===== src/rtl/data_memory_ctrl.sv =====
// Byte-addressed data memory with byte/half/word access, sign/zero-extended
// registered loads, fault detection and a post-reset hardware clear sequence.
`timescale 1ns/1ps

module data_memory_ctrl #(
    parameter int DEPTH          = 128,
    parameter int ADDR_W         = 32,
    parameter bit CLEAR_ON_RESET = 1'b1
) (
    input  logic              clk,
    input  logic              rst_n,
    input  logic              req,
    input  logic              we,
    input  logic [ADDR_W-1:0] addr,
    input  logic [1:0]        size,
    input  logic              unsigned_ld,
    input  logic [31:0]       wdata,
    output logic              ready,
    output logic [31:0]       rdata,
    output logic              rvalid,
    output logic              misalign,
    output logic              out_of_range
);

    localparam int IDX_W = $clog2(DEPTH);

    typedef enum logic {
        S_CLEAR = 1'b0,
        S_IDLE  = 1'b1
    } state_t;

    localparam logic [1:0] SZ_BYTE = 2'd0;
    localparam logic [1:0] SZ_HALF = 2'd1;
    localparam logic [1:0] SZ_WORD = 2'd2;

    localparam state_t RESET_STATE = CLEAR_ON_RESET ? S_CLEAR : S_IDLE;

    state_t state, state_next;

    logic [IDX_W-1:0] cnt;
    logic [3:0][7:0]  mem [DEPTH];

    logic [IDX_W-1:0] idx;
    logic [1:0]       off;
    logic             accept;
    logic             fault_mis;
    logic             fault_oor;
    logic             fault;
    logic             clear_we;
    logic             store_we;
    logic [3:0]       be;
    logic [3:0][7:0]  wlanes;
    logic [31:0]      rd_word;
    logic [31:0]      shifted;
    logic [31:0]      ld_val;

    assign idx      = addr[IDX_W+1:2];
    assign off      = addr[1:0];
    assign accept   = req && ready;
    assign clear_we = (state == S_CLEAR);

    assign fault_oor = (addr >= ADDR_W'(4 * DEPTH));
    assign fault_mis = ((size == SZ_HALF) && off[0])
                    || ((size == SZ_WORD) && (off != 2'b00))
                    || (size == 2'd3);
    assign fault     = fault_mis || fault_oor;
    assign store_we  = accept && we && !fault;

    // State register
    // NOTE: sequential state is updated with non-blocking assignments so every
    // flop samples pre-edge values regardless of process evaluation order.
    always_ff @(posedge clk or negedge rst_n) begin
        if (!rst_n) state <= RESET_STATE;
        else        state <= state_next;
    end

    always_comb begin
        // NOTE: default first so every path assigns state_next and no latch forms.
        state_next = state;
        case (state)
            S_CLEAR: if (cnt == IDX_W'(DEPTH - 1)) state_next = S_IDLE;
            S_IDLE:  state_next = S_IDLE;
            default: state_next = RESET_STATE;
        endcase
    end

    always_ff @(posedge clk or negedge rst_n) begin
        if (!rst_n)        cnt <= '0;
        else if (clear_we) cnt <= cnt + 1'b1;
    end

    // ready is registered so it is low throughout reset even when clearing is skipped.
    always_ff @(posedge clk or negedge rst_n) begin
        if (!rst_n) ready <= 1'b0;
        else        ready <= (state_next == S_IDLE);
    end

    // Store lane enables and lane-replicated write data.
    always_comb begin
        be     = 4'b0000;
        wlanes = wdata;
        case (size)
            SZ_BYTE: begin
                be     = 4'b0001 << off;
                wlanes = {4{wdata[7:0]}};
            end
            SZ_HALF: begin
                be     = off[1] ? 4'b1100 : 4'b0011;
                wlanes = {2{wdata[15:0]}};
            end
            SZ_WORD: be = 4'b1111;
            default: be = 4'b0000;
        endcase
    end

    // NOTE: the array has no reset; it is cleared by the CLEAR sequence instead,
    // which keeps it mappable onto RAM macros.
    always_ff @(posedge clk) begin
        if (clear_we) begin
            mem[cnt] <= '0;
        end else if (store_we) begin
            for (int i = 0; i < 4; i++) begin
                if (be[i]) mem[idx][i] <= wlanes[i];
            end
        end
    end

    assign rd_word = mem[idx];
    assign shifted = rd_word >> {off, 3'b000};

    always_comb begin
        ld_val = rd_word;
        case (size)
            SZ_BYTE: ld_val = {{24{~unsigned_ld & shifted[7]}},  shifted[7:0]};
            SZ_HALF: ld_val = {{16{~unsigned_ld & shifted[15]}}, shifted[15:0]};
            default: ld_val = rd_word;
        endcase
    end

    always_ff @(posedge clk or negedge rst_n) begin
        if (!rst_n) begin
            rdata        <= '0;
            rvalid       <= 1'b0;
            misalign     <= 1'b0;
            out_of_range <= 1'b0;
        end else begin
            rvalid       <= accept && !we;
            misalign     <= accept && fault_mis;
            out_of_range <= accept && fault_oor;
            if (accept && !we) rdata <= fault ? 32'h0 : ld_val;
        end
    end

endmodule

===== config.mk =====
export PLATFORM = sky130hd
export DESIGN_NAME = data_memory_ctrl
export DESIGN_NICKNAME = d
export VERILOG_FILES = /design/src/rtl/data_memory_ctrl.sv
export SDC_FILE = /design/constraint.sdc
export NUM_CORES = 2
export LEC_CHECK = 0
export CORE_MARGIN = 5
export CORE_UTILIZATION = 40
export CTS_BUF_LIST = sky130_fd_sc_hd__clkbuf_2 sky130_fd_sc_hd__clkbuf_4 sky130_fd_sc_hd__clkbuf_8
export DETAILED_ROUTE_END_ITERATION = 10
export DONT_BUFFER_PORTS = 1
export GPL_TIMING_DRIVEN = 0
export MAX_ROUTING_LAYER = met4
export PLACE_DENSITY = 0.51
export SLEW_MARGIN = 30
export SYNTH_ARGS = -nofsm -noshare
export SYNTH_HDL_FRONTEND = slang
export SYNTH_SLANG_ARGS = --single-unit

===== constraint.sdc =====
create_clock -name clk -period 7.5 [get_ports clk]
set_input_delay 1.125 -clock clk [delete_from_list [all_inputs] [get_ports clk]]
set_output_delay 1.125 -clock clk [all_outputs]
set_load 0.02 [all_outputs]

==> impl_results.md <==
- Avg Cell Area, Syn: between 20 and 25 sq um
- Setup_tns: -1.80 ns
- Failing checks: setup timing
- Final setup viols: 7
- Post-Syn Nets: 7437
- Share of layout cells above drive strength 1: 0.387
- Remaining routing DRC violations: 0
- Max clock buf depth: 4
- Cell variety after synth: 69
- Grt met3 use: 0.124
- Worst EP arrival: 9.12 ns
- Largest family of logic cells by synthesized area: multiplexers
- #FFs+latches synth: between 4000 and 5000
- Clock Latency Late Sink: 1.31 ns
- Routed vias: 95000
- Gr ovfl total: 0
- First-pass GRT wire length: ~970 mm
- Row count: about 230
- Synth Area in Simple Gates: 0.0270
- Maxcap violations: 0
- Iter 0 DRT Violations: 17500
- CP startpoint kind: input pin
- DP HPWL: 549 mm
- Number of gates resized after CTS: 0
- Hold-critical path depth: 3
- Adder-Cell Fraction of Synth Area: 0.0000775
- Met1 usage: 0.469
- Primary FF master, synth: edfxtp_1
- Ys Warns: 0
- GRT Overall Usage: 0.376
- Synth Area in XOR/XNOR: 0.000326
- Peak supply drop: 208 uV
- Req. time, crit path: 8.67 ns
- FF-to-FF path depth: 7
- Fin crit share: 1.06
- RSZ-0062 raised after global routing: no
- CTS sink cnt: 4139
- Max-slew headroom: 0.231
- Final WL: 772 mm
- Worst min path class: input pin to flop
- Final slew viol count: 0
- Core area: 402000 sq um
- Die Wd: roughly 650 um
- TritonCTS Buffers: 691
- Synth Area in Compound Gates: 0.0150
- Peak fanout along the critical path: 10
- Antenna Nets Post-Route: 0
- Post-synthesis cell count: 7365
- CTS Root Cell: clkbuf_8
- Sequential fraction of the synthesis area: 0.769
- Outcome: finished with violations
- P per Cell Area: 249 nW/um^2
- Area growth syn-to-layout: 18.0%
- Clock period minus final worst setup slack: 7.95 ns
- CP Capture Type: flop
- Per-cell routed wire length: 54.0 um
- I/O pins: 107
- Drt pass-1 iters: 6
- Synthesized area: ~160000 sq um
- Via-per-instance ratio: 6.64
- Initial Util: 0.401
- Final Hold Vio Count: 0
- Largest net degree at the start of global routing: a little under 70
- Multiplexer share of the synthesized area: 0.174
- WS Path Type: input pin to flop
- Max Clock Freq: between 0.1 and 0.15 GHz
- Placer congestion estimate: about 1.0
- Slew of the pin with the lowest slew margin: 1.12 ns
- Reg2Reg Setup Slack: about 2.3 ns
- Vert. Die Dim: 645 um
- Met2 usage: 0.523
- Number of flops mapped to enable cells by yosys: 4096
- Initial antenna violation count: ~110
- Full die area: 416000 sq um
- Post-Place Worst Slack: -1.54 ns
- Ys async rst share: 0.0104
- Setup slack after layout: -0.455 ns
- Gr busiest metal: met2
- Static Leak: ~50 nW
- CTS tree: built
- Clk slew on worst S/H paths: 0.07 ns
- Skew final: 0.0851 ns
- PortBufs: 0
- Nets: 8436
- Max H-tree Level: 6
- Vias in the first global route: 88400
-- cell families after synthesis --
logic type / after synthesis
xor gates and xnor gates: 6
AOI/OAI and AO/OA: 352
DFF: 4139
and+or+nand+nor: 1044
adders and majority gates: 1
buffers and inverters: 461
muxes: 1362
-- critical path: stages --
cell      delay (ns)
buf_4           0.23
buf_4           0.52
buf_6           0.41
buf_4           0.41
buf_2           0.73
buf_2           0.85
buf_4           0.48
buf_2           0.88
buf_4           0.67
mux4_2          0.50
a21oi_1         0.39
nand4_1         0.94
a222oi_1        0.59
nand2_1         0.09
-- cell usage after synthesis (3+ instances only) --
master | number | area share
nand4_1 | 17 | 0.00066
buf_1 | 41 | 0.00095
clkbuf_1 | 191 | 0.0044
buf_12 | 4 | 0.00050
buf_4 | 97 | 0.0045
o311ai_0 | 4 | 0.00022
nor2_1 | 579 | 0.013
nand2_1 | 259 | 0.0060
buf_2 | 95 | 0.0029
nor2b_1 | 27 | 0.0010
o2111ai_1 | 4 | 0.00022
a211o_1 | 3 | 0.00016
nor3_1 | 19 | 0.00059
a221oi_1 | 4 | 0.00022
or2_2 | 3 | 0.00012
a211oi_1 | 30 | 0.0014
a22oi_1 | 62 | 0.0029
dfrtp_1 | 43 | 0.0067
a2111oi_0 | 4 | 0.00022
nand4b_1 | 3 | 0.00016
nand3b_1 | 5 | 0.00023
nand3_1 | 66 | 0.0020
o211ai_1 | 8 | 0.00037
mux2i_1 | 191 | 0.012
and2_1 | 18 | 0.00070
a32oi_1 | 14 | 0.00076
nor4_1 | 17 | 0.00066
inv_1 | 8 | 0.00019
nand2b_1 | 11 | 0.00043
and3_1 | 13 | 0.00050
edfxtp_1 | 4096 | 0.76
o21ai_0 | 26 | 0.00081
mux2_2 | 19 | 0.0013
xnor2_1 | 5 | 0.00027
mux4_2 | 1152 | 0.16
o22ai_1 | 65 | 0.0025
a22o_1 | 3 | 0.00016
a31oi_1 | 22 | 0.00085
o31ai_1 | 10 | 0.00047
o21ai_1 | 6 | 0.00019
a311oi_1 | 5 | 0.00027
buf_6 | 23 | 0.0016
a21oi_1 | 63 | 0.0020
-- cell usage in the layout, fill, tap and decap left out, types with 11 or more instances in the layout --
cell,n
buf_8,34
nand4_1,17
a31oi_1,20
buf_4,137
clkbuf_8,697
buf_16,161
clkinv_8,13
a21oi_1,53
edfxtp_1,4096
mux2_2,19
a211oi_1,26
nand2b_1,11
dfrtp_1,43
nor2_1,157
clkbuf_1,24
clkinv_2,40
buf_12,77
nand3_1,65
inv_12,12
nor2_2,395
nor3_1,17
o22ai_1,64
mux2i_1,188
buf_2,108
o21ai_0,26
a32oi_1,14
buf_6,44
nor2_4,27
clkinv_1,187
mux4_2,1152
inv_8,14
clkbuf_4,287
a22oi_1,62
and3_1,13
clkbuf_2,127
nand2_1,254
diode_2,111
nor2b_1,25
-- power breakdown --
part	switching (mW)	internal, mW
Sequential	0	25.0
Combinational	1.81	0.536
Clock	9.80	10.2
Total	11.6	35.8
-- repair_timing --
action / CTS / global route
setup endpoints to repair: 2 / 0
endpoints found under the hold margin: 45 / 0
hold buffers: 3 / 0
setup buffers: 0 / 0
-- final cells by class --
| type | instances | area, sq um |
|---|---|---|
| timing repair buffer | 307 | 6770 |
| clock inverter | 291 | 1890 |
| sequential | 4139 | 124000 |
| antenna | 111 | 278 |
| inverter | 10 | 37.5 |
| tap | 5287 | 6620 |
| buffer | 450 | 2840 |
| fill | 33400 | 212000 |
| clock buffer | 944 | 11400 |
| multi-input combinational | 2765 | 36500 |
-- worst paths after layout --
| kind | start | to |
|---|---|---|
| setup / recovery | addr[4] | rdata[8] |
| hold / removal | unsigned_ld | rdata[26] |
| setup reg to reg | ready | mem[118][29] |
| hold reg to reg | cnt[4] | cnt[4] |
| max in group asynchronous | rst_n | cnt[1] |
| min in group asynchronous | rst_n | rdata[5] |
-- through the flow --
stage	hold WS (ns)	std cells	total power [mW]	area [sq um]	util
finish	0.116	14300	47.4	190000	0.473
global placement	0.589	12700	27.6	168000	0.418
detailed placement	0.596	13000	27.8	177000	0.439
global route	0.103	14300	48.3	190000	0.473
CTS	0.0216	14200	47.3	190000	0.473
floorplan	0.511	7365	26.2	161000	-
-- per-layer routing --
| metal | vias up | part of all wire |
|---|---|---|
| li1 | 33200 | - |
| met2 | 7923 | 0.43 |
| met3 | 1890 | 0.13 |
| met1 | 52000 | 0.36 |
| met4 | 0 | 0.085 |
| met5 | - | 0 |
-- state kept, by name (all words and copies together), names as in the netlist --
| register | count |
|---|---|
| mem | 4096 |
| rdata | 32 |
| cnt | 7 |
| misalign | 1 |
| out_of_range | 1 |
| ready | 1 |
| rvalid | 1 |
Note: power is estimated with default switching activity, not from simulation.
